$ cat config.mk
export PLATFORM = sky130hd
export DESIGN_NAME = pwm_duty_ramp
export DESIGN_NICKNAME = d
export VERILOG_FILES = /design/src/rtl/pwm_duty_ramp.sv
export SDC_FILE = /design/constraint.sdc
export NUM_CORES = 1
export LEC_CHECK = 0
export BUFFER_PORTS_ARGS = -buffer_cell sky130_fd_sc_hd__buf_4
export CAP_MARGIN = 5
export CORE_MARGIN = 3
export CORE_UTILIZATION = 54
export CTS_CLUSTER_SIZE = 8
export DETAILED_ROUTE_END_ITERATION = 10
export GPL_ROUTABILITY_DRIVEN = 0
export PLACE_DENSITY = 0.77
export SYNTH_ARGS = -nofsm -noshare
export SYNTH_HDL_FRONTEND = slang
export SYNTH_SLANG_ARGS = --single-unit
$ cat constraint.sdc
create_clock -name clk -period 4.9 [get_ports clk]
set_clock_uncertainty 0.2 [all_clocks]
set_input_delay 1.47 -clock clk [delete_from_list [all_inputs] [get_ports clk]]
set_output_delay 1.47 -clock clk [all_outputs]
set_load 0.01 [all_outputs]
$ cat src/rtl/pwm_duty_ramp.sv
// pwm_duty_ramp: slew-rate limiter between the SPI duty-cycle register and
// the PWM peripheral. duty_out walks toward target_duty by at most one
// step_size increment per prescaler period, so a large SPI write cannot
// slam the PWM outputs from 0x00 to 0xFF in one PWM cycle. With ramp_en
// low the target passes straight through with one cycle of latency.
module pwm_duty_ramp #(
   parameter int STEP_DIV = 1000,
   parameter int DIV_W    = 16
) (
   input  logic       clk,
   input  logic       rst,
   input  logic [7:0] target_duty,
   input  logic       ramp_en,
   input  logic [3:0] step_size,
   output logic [7:0] duty_out,
   output logic       busy,
   output logic       done
);

   localparam logic [DIV_W-1:0] PRESC_LAST = DIV_W'(STEP_DIV - 1);
   localparam logic [DIV_W-1:0] PRESC_ONE  = DIV_W'(1);

   logic [DIV_W-1:0] presc_q, presc_d;
   logic [7:0]       duty_q, duty_d;
   logic             done_q, done_d;

   logic             busyNow;
   logic             tick;
   logic [8:0]       stepEff;
   logic [8:0]       sumUp;
   logic [8:0]       diffDown;
   logic [7:0]       steppedUp;
   logic [7:0]       steppedDown;
   logic [7:0]       stepped;

   assign busyNow = ramp_en && (duty_q != target_duty);
   assign tick    = busyNow && (presc_q == PRESC_LAST);

   // Candidate next duty for a tick, clamped at target so the ramp never
   // overshoots and the 9-bit intermediates never wrap past 0x00/0xFF.
   always_comb begin
      stepEff     = (step_size == 4'd0) ? 9'd1 : {5'd0, step_size};
      sumUp       = {1'b0, duty_q} + stepEff;
      diffDown    = {1'b0, duty_q} - stepEff;
      steppedUp   = (sumUp > {1'b0, target_duty}) ? target_duty : sumUp[7:0];
      steppedDown = (diffDown[8] || (diffDown[7:0] < target_duty))
                    ? target_duty : diffDown[7:0];
      stepped     = (duty_q < target_duty) ? steppedUp : steppedDown;
   end

   // Prescaler runs only while a ramp is outstanding and wraps on the tick;
   // a target change mid-ramp deliberately keeps the current phase.
   always_comb begin
      presc_d = '0;
      if (busyNow) begin
         if (tick) begin
            presc_d = '0;
         end else begin
            presc_d = presc_q + PRESC_ONE;
         end
      end
   end

   // Next duty and done: bypass copies the target, ramp moves only on tick,
   // and done flags a tick that lands exactly on the current target.
   always_comb begin
      duty_d = duty_q;
      done_d = 1'b0;
      if (!ramp_en) begin
         duty_d = target_duty;
      end else if (tick) begin
         duty_d = stepped;
         done_d = (stepped == target_duty);
      end
   end

   // State registers with synchronous reset; reset aborts any ramp at once.
   always_ff @(posedge clk) begin
      if (rst) begin
         presc_q <= '0;
         duty_q  <= 8'h00;
         done_q  <= 1'b0;
      end else begin
         presc_q <= presc_d;
         duty_q  <= duty_d;
         done_q  <= done_d;
      end
   end

   assign duty_out = duty_q;
   assign done     = done_q;
   assign busy     = busyNow;

endmodule
==> results.md, run 1 <==
- In this run the deepest clock path goes through 2 buffers.
- The routed design has 7.22 mm of wire.
- Setup violations remaining at the end of the flow were counted as 6.
- Data arrives at the worst endpoint at ~5.0 ns.
- The remaining design rule violation count is 0.
- The repair_antennas step left the layout with diodes totalling 0.
- The worst ir drop on vdd is between 0.2 and 0.25 mV.
- At the end of the flow, the number of nets in the layout was roughly 420.
- The internal power of the cells totals approximately 0.45 mW.
- The number of enable flip-flop cells after synthesis is 0.
- Summing over every cut layer, the via total after detailed routing is around 2,500.
- The number of unique standard cell types used by synthesis is just over 60.
- The pin count of the biggest net entering global routing is 18.
- The cell with the most instances after synthesis is sky130_fd_sc_hd__ha_1.
- The least setup slack across all paths after layout is -0.113 ns.
- From left edge to right edge, the die measures around 74 um.
- Summed over all cells, the static leakage comes to 1.46 nW.
- The count of max-cap constraint violations is 0.
- The worst pin sits at a relative slew slack of 57.6%.
- The die is approximately 74 um tall.
- The count of final hold-check violations is 0.
- The number of synthesized register bits is 25.
- The cell accounting for the most synthesized area is sky130_fd_sc_hd__dfxtp_1.
- Across all hold checks on the routed design, the worst slack comes to ~0.25 ns.
- The residual antenna-violating net count after detailed routing is 0.
- Of all flip-flops after synthesis, the portion carrying an async set or reset was 0%.
- The number of detailed-route iterations in the first pass is 5.
- After synthesis, the largest area contributor takes up 20.1% of total cell area.
- After synthesis, the most frequently instantiated cells are 32 x sky130_fd_sc_hd__ha_1, 29 x sky130_fd_sc_hd__nor2_1, 25 x sky130_fd_sc_hd__dfxtp_1.
- The setup path with the least slack is of type input port to flop.
- In the synthesized netlist the dominant register cell turns out to be sky130_fd_sc_hd__dfxtp_1.
- The initial detailed-routing violation count is between 200 and 300.
- The initial antenna violation count is 0.
- The initial utilization of the core area, before any placement, comes to between 50% and 60%.
- The combined global-route utilization of all metal layers is approximately 25%.
- The part of the total power dissipated in the clock network is approximately 17%.
- The number of input and output port buffers inserted is 24.
- Net switching is 35.9% of the power.
- The share of total power in sequential cells is 31.5%.
- Per report_power, the combinational group accounts for 51.3% of the total.
- The smallest clock period supported by the final layout is computed as 5.01 ns.
- Power spread over the standard cell area amounts to 205 mW/mm2.
- The later pin in the worst-skew pair is clocked with a latency of 0.27 ns.
- The H-tree level count is 1.
- Dividing the detail-routed wire length by the instance count gives roughly 17 um.
- The cell count after synthesis came out at 304.
- The total count of max-transition violations in the final report is 0.
- Once placement completed, the tool counted placed cells totaling 398.
- Measured in cells, the most critical reg-to-reg path has a length of 15.
- For this run, the number of standard cells in the final layout without fillers is roughly 420.
- The overflow left after global routing is 0.
- The tree is rooted in a sky130_fd_sc_hd__clkbuf_8.
- The worst hold path belongs to the class flop to flop.
- The first-pass GRT wire length is about 11 mm.
- STA classifies the critical path endpoint as a flop.
- Compared with the post-synthesis result, the final layout area differs by 35.9%.
- In the final layout, the share of cells above drive strength 1 is 32.2%.
- The number of buffers inserted during clock tree synthesis is 3.
- The fmax is between 0.15 and 0.2 GHz.
- Setup repair after global routing could not meet its margin everywhere.
- The worst setup path is launched from an input port.
- The count of standard-cell rows is 24.
- After legalization and detailed placement, the total HPWL measured roughly 5.3 mm.
- The floorplan die area is about 0.0055 mm2.
- The run finished, with violations left.
- The switching power is 0.250 mW.
- The part of the cycle the worst path needs is 102%.
- The post-synth design cell area is 0.00250 mm2.
- The final reports fail on setup timing.
- Along the worst hold path, the cell count comes to 1.
- The number of nets in the synthesized netlist is 353.
- Of all nets on the critical path, the largest fanout is 6.
- The sequential-to-total area share from yosys stat is between 20% and 30%.
- The via count of the first global-routing pass is around 2,300.
- The power after layout is approximately 0.7 mW.
- The core region is 0.00441 mm2.
- For this design, the sink count on the clock tree is 25.
- Dividing the detail-routed via count by the number of cells gives a little over 6.
- Data on the critical path is required at its endpoint by 4.90 ns.
- The clock slew seen by the registers of the worst setup and hold paths is around 0.070 ns.
- Ranked by total cell area, the synthesized netlist is headed by sky130_fd_sc_hd__dfxtp_1 20%, sky130_fd_sc_hd__ha_1 16%, sky130_fd_sc_hd__xnor2_1 7.4%.
- The number of warnings printed during yosys synthesis is 0.
- The average cell area after synthesis is 8.21 um2.
- The number of top-level pins is 25.
- The transition at the pin with the smallest max-transition slack is approximately 0.63 ns.
- The clock tree from TritonCTS is yes.
cell type report:
cell class,count,area [um2]
Sequential cell,25,500
Clock buffer,4,45.0
Tap cell,52,65.1
Inverter,23,106
Fill cell,308,1020
Timing Repair Buffer,73,587
Multi-Input combinational cell,242,2090
state kept, by name, indices dropped and copies added (netlist names):
signal	count
done	1
duty_out	8
presc_q	16
metrics by stage:
step | utilization [%] | TNS, ns | setup slack (ns) | cell area [um2]
after global routing | 76.9 | -1.03 | -0.201 | 3390
after CTS | 72.2 | 0 | 0.0107 | 3190
final | 76.9 | -0.182 | -0.113 | 3390
after global placement | 68.8 | -2.04 | -0.321 | 3040
after floorplan | - | -0.0699 | -0.0424 | 2620
after detailed placement | 68.8 | -2.85 | -0.394 | 3040
final timing paths:
path                startpoint     endpoint  slack (ns)
setup / recovery  step_size[3]  duty_out[3]       -0.11
hold / removal      presc_q[0]   presc_q[0]        0.25
setup reg to reg   duty_out[1]         done        0.83
hold reg to reg     presc_q[0]   presc_q[0]        0.25
critical path, stage by stage:
cell and delay (ns):
sky130_fd_sc_hd__buf_8 0.10, sky130_fd_sc_hd__inv_4 0.05, sky130_fd_sc_hd__a31o_4 0.17, sky130_fd_sc_hd__ha_4 0.14, sky130_fd_sc_hd__inv_2 0.04, sky130_fd_sc_hd__fa_2 0.39
sky130_fd_sc_hd__a21o_1 0.23, sky130_fd_sc_hd__a2111oi_4 0.40, sky130_fd_sc_hd__xor2_1 0.14, sky130_fd_sc_hd__ha_1 0.24, sky130_fd_sc_hd__a211oi_1 0.35, sky130_fd_sc_hd__a41o_1 0.33
sky130_fd_sc_hd__nor3b_4 0.10, sky130_fd_sc_hd__buf_6 0.14, sky130_fd_sc_hd__buf_4 0.13, sky130_fd_sc_hd__a221oi_1 0.29, sky130_fd_sc_hd__o21ai_0 0.17, sky130_fd_sc_hd__a21oi_1 0.15
power groups by stage:
stage	Clock, mW	Combinational [mW]	Sequential [mW]
after floorplan	0	0.191	0.219
after global placement	0	0.278	0.224
after detailed placement	0	0.288	0.224
after CTS	0.125	0.313	0.219
after global routing	0.134	0.384	0.221
final	0.120	0.358	0.220
cell families (layout without fill, tap and decap cells):
kind of cell	Yosys count	after routing	share of synthesized area, %
AO/OA/AOI/OAI	66	66	20.8
XOR/XNOR	37	37	13.0
adder cells (fa/ha/maj)	34	34	17.6
buffers and inverters	37	100	6.22
flip-flops	25	25	20.1
AND/OR/NAND/NOR	105	105	22.3
layout by cell type, fill, tap and decap left out, drive strengths merged, types with 2 or more instances in the layout:
cell     count
a2111oi      2
a211oi       3
a21o         7
a21oi        6
a221oi       2
a22oi        2
a31oi        4
and3         6
buf         73
clkbuf       4
dfxtp       25
fa           2
ha          32
inv         22
nand2       14
nand2b       5
nand3       20
nand4        4
nor2        29
nor2b        5
nor3         2
nor3b        2
o2111ai      4
o211ai       3
o21a         8
o21ai       10
o31ai        3
or2          4
or2b         2
or3          3
or4          3
xnor2       21
xor2        16
layer usage:
metal  track usage, %  share of wire, %  vias to the layer above  wire length, um
met5                0                 0                        -                0
met4             8.25               1.7                        0              123
met3             4.73               5.5                       16              398
met2             40.6                49                      110             3560
met1             34.4                43                     1198             3140
li1                 -                 -                     1207                -
what timing repair did:
item,4_1_cts,5_1_grt
pin swaps,8,24
buffers inserted,10,7
endpoints found under the setup margin,8,9
resized for setup,5,35
hold buffers,0,0
gates cloned,0,0
Power figures use the tool's default switching activity.
==> run 2: changes to the inputs <==
--- a/config.mk
+++ b/config.mk
@@ -7,7 +7,7 @@
 export LEC_CHECK = 0
 export BUFFER_PORTS_ARGS = -buffer_cell sky130_fd_sc_hd__buf_4
 export CAP_MARGIN = 5
-export CORE_MARGIN = 3
+export CORE_MARGIN = 2
 export CORE_UTILIZATION = 54
 export CTS_CLUSTER_SIZE = 8
 export DETAILED_ROUTE_END_ITERATION = 10
==> results.md, run 2 (synthesized netlist as in run 1, its figures left out) <==
- The run finished with clean final reports.
- The fraction of met2 tracks used by global routing is 44.7% (+4.1 points).
- The count of max-cap constraint violations came to 0 (unchanged).
- The worst slew margin relative to its limit is 54.9% (-2.7 points).
- The horizontal die dimension is 72.0 um (-2.7%).
- The number of detailed-route iterations in the first pass is 4 (-1).
- The overflow left after global routing is 0 (unchanged).
- The number of vias in the routed layout is 2,425 (-4.2%).
- The minimum setup slack after placement came to -0.414 ns (-0.0204 ns).
- The placed standard-cell area came to 0.00304 mm2 (unchanged).
- The final setup violation count is 0 (-6).
- The via count of the first global-routing pass is 2,281 (-0.044%).
- The fraction of the core area covered by cells at the end of the flow was 74.8% (-2.1 points).
- The delay of the slowest critical-path stage is 0.35 ns (-0.05 ns).
- The required time of the critical path is 4.88 ns (-0.02 ns).
- The number of flip-flops under the largest register name is 16 (unchanged).
- The total count of max-transition violations in the final report came to 0 (unchanged).
- The floorplan die area is 0.00518 mm2 (-5.3%).
- The count of final hold-check violations came to 0 (unchanged).
- The transition at the pin with the smallest max-transition slack is 0.676 ns (+0.0482 ns).
- The core outline area is 0.00441 mm2 (unchanged).
- The area of all placed cells without fillers was 0.00330 mm2 (-2.7%).
- The part of the cycle the worst path needs is 99.6% (-2.7 points).
- The count of standard-cell rows is 24 (unchanged).
- The critical path's slowest cell is sky130_fd_sc_hd__o31ai_4.
- The count of buffering cells on the critical path with inverters included is 2 (-3).
- The net total in the final layout is 409 (-1.9%).
- The total instance count after detailed placement is 398 (unchanged).
- The effective utilization at floorplan was 56.5% (unchanged).
- The number of top-level pins came to 25 (unchanged).
- The library cells used most frequently in the layout, excluding fill and tap cells, are 60 x sky130_fd_sc_hd__buf_4, 29 x sky130_fd_sc_hd__nor2_1, 28 x sky130_fd_sc_hd__ha_1, 25 x sky130_fd_sc_hd__dfxtp_1.
- The least setup slack across all paths after layout was 0.0173 ns (+0.130 ns).
- The share of final-layout standard cells stronger than drive strength 1 came to 29.8% (-2.3 points).
- The first-pass GRT wire length came to 10.6 mm (-1.4%).
- The number of buffers inserted during clock tree synthesis is 3 (unchanged).
- STA classifies the critical path endpoint as a flop.
- The total power per unit cell area is 204 mW/mm2 (-0.76%).
- The critical path goes through buf_8 > inv_6 > a31o_4 > ha_4 > fa_2 > nor2b_4 > o31ai_4 > or3_4 > nand2_4 > ha_4 > a21o_1 > a221oi_2 > a2bb2oi_4 > a311oi_4 > a22oi_2 > and3_4 > a2111oi_4.
- The detailed placer's ending HPWL was 5.12 mm (-2.7%).
- The path type of the worst setup path is input port to flop.
- The final standard cell count with taps included and fillers excluded is 411 (-1.9%).
- The met1 track demand over resource was 34.4% (about the same).
- The global routing usage on met3 is 4.03% (-0.70 points).
- The remaining design rule violation count is 0 (unchanged).
- The hold buffer count at CTS was 0 (unchanged).
- The reported leakage power is 1.43 nW (-2.5%).
- The clock latency of the later-clocked register in the worst-skew pair came to 0.27 ns (about the same).
- The total number of clock tree sinks is 25 (unchanged).
- The top fanout value on the critical path is 4 (-2).
- The arrival time of data at the critical path endpoint is 4.86 ns (-0.15 ns).
- The global routing stage identified its most utilized layer as met2.
- The fmax is 0.205 GHz (+2.7%).
- The element type at the critical path start is an input port.
- The worst ir drop on vdd came to 0.197 mV (-1.9%).
- The cell family contributing the most delay on the critical path is compound AO/OA/AOI/OAI gates.
- The most frequent cell on the critical path is sky130_fd_sc_hd__ha_4.
- The number of input and output port buffers inserted is 24 (unchanged).
- The clock slew seen by the registers of the worst setup and hold paths was 0.09 ns (+0.02 ns).
- The initial antenna violation count is 0 (unchanged).
- The number of diodes added for antenna fixing was 0 (unchanged).
- The synthesis-to-layout area growth is 32.3%.
- The residual antenna-violating net count after detailed routing came to 0 (unchanged).
- The final period demand of the worst path was 4.88 ns (-0.130 ns).
- The clock tree from TritonCTS is yes.
- The number of vias per cell is 5.90 (-2.3%).
- The setup TNS is 0 ns (+0.182 ns).
- The maximum count of clock buffers along a single path is 2 (unchanged).
- The kind of path behind the tightest hold check is flop to flop.
- Setup repair after global routing could not meet its margin everywhere.
- The largest register by flop count is presc_q.
- The initial detailed-routing violation count is 189 (-28%).
- The average wire per cell in the routed design is 16.4 um (-4.8%).
- The H-tree level count is 1 (unchanged).
- The pin count of the biggest net entering global routing is 18 (unchanged).
- The tree is rooted in a sky130_fd_sc_hd__clkbuf_8.
- The final routed wirelength across all metal layers is 6.74 mm (-6.6%).
- The combined global-route utilization of all metal layers is 25.9% (+0.60 points).
- The height of the die was 72.0 um (-2.7%).
- The library cell used most frequently in the layout, excluding fill and tap cells, is sky130_fd_sc_hd__buf_4.
run 2: repair_timing:
action	CTS	global route
buffers inserted	3	6
endpoints found under the setup margin	7	8
gates cloned	0	0
gates resized for setup	7	23
pin swaps	6	21
run 2: through the flow:
stage                     hold slack (ns)  power [mW]
after global placement              0.229       0.502
after detailed placement            0.258       0.511
after floorplan                     0.218       0.409
after CTS                           0.270       0.641
final                               0.265       0.673
after global routing                0.284       0.713
run 2: final timing paths:
| path | start | slack [ns] | to | cells after the start |
|---|---|---|---|---|
| worst max-delay path | step_size[2] | 0.02 | done | 17 |
| worst min-delay path | presc_q[0] | 0.26 | presc_q[0] | 1 |
| worst max register to register | duty_out[1] | 0.79 | done | 14 |
| worst min register to register | presc_q[0] | 0.26 | presc_q[0] | 1 |
run 2: metal layers:
metal	routed length, um	vias up
met2	3300	65
met1	2980	1153
li1	-	1201
met5	0	-
met4	42	0
met3	422	6
run 2: area by class of cell:
cell class,instances,area [um2]
fillers,322,1110
multi-input cells,242,2060
repair buffers,65,523
clock buffers,3,41.3
well taps,52,65.1
flip-flops and latches,25,500
inverters,23,104
clock inverters,1,5.00
run 2: power by group:
group / total, mW / internal (mW) / switching [mW] / leakage, nW
Sequential: 0.220 / 0.207 / 0.0127 / 0.203
Clock: 0.120 / 0.0568 / 0.0635 / 0.0255
Combinational: 0.333 / 0.171 / 0.162 / 1.20
Total: 0.673 / 0.435 / 0.238 / 1.43
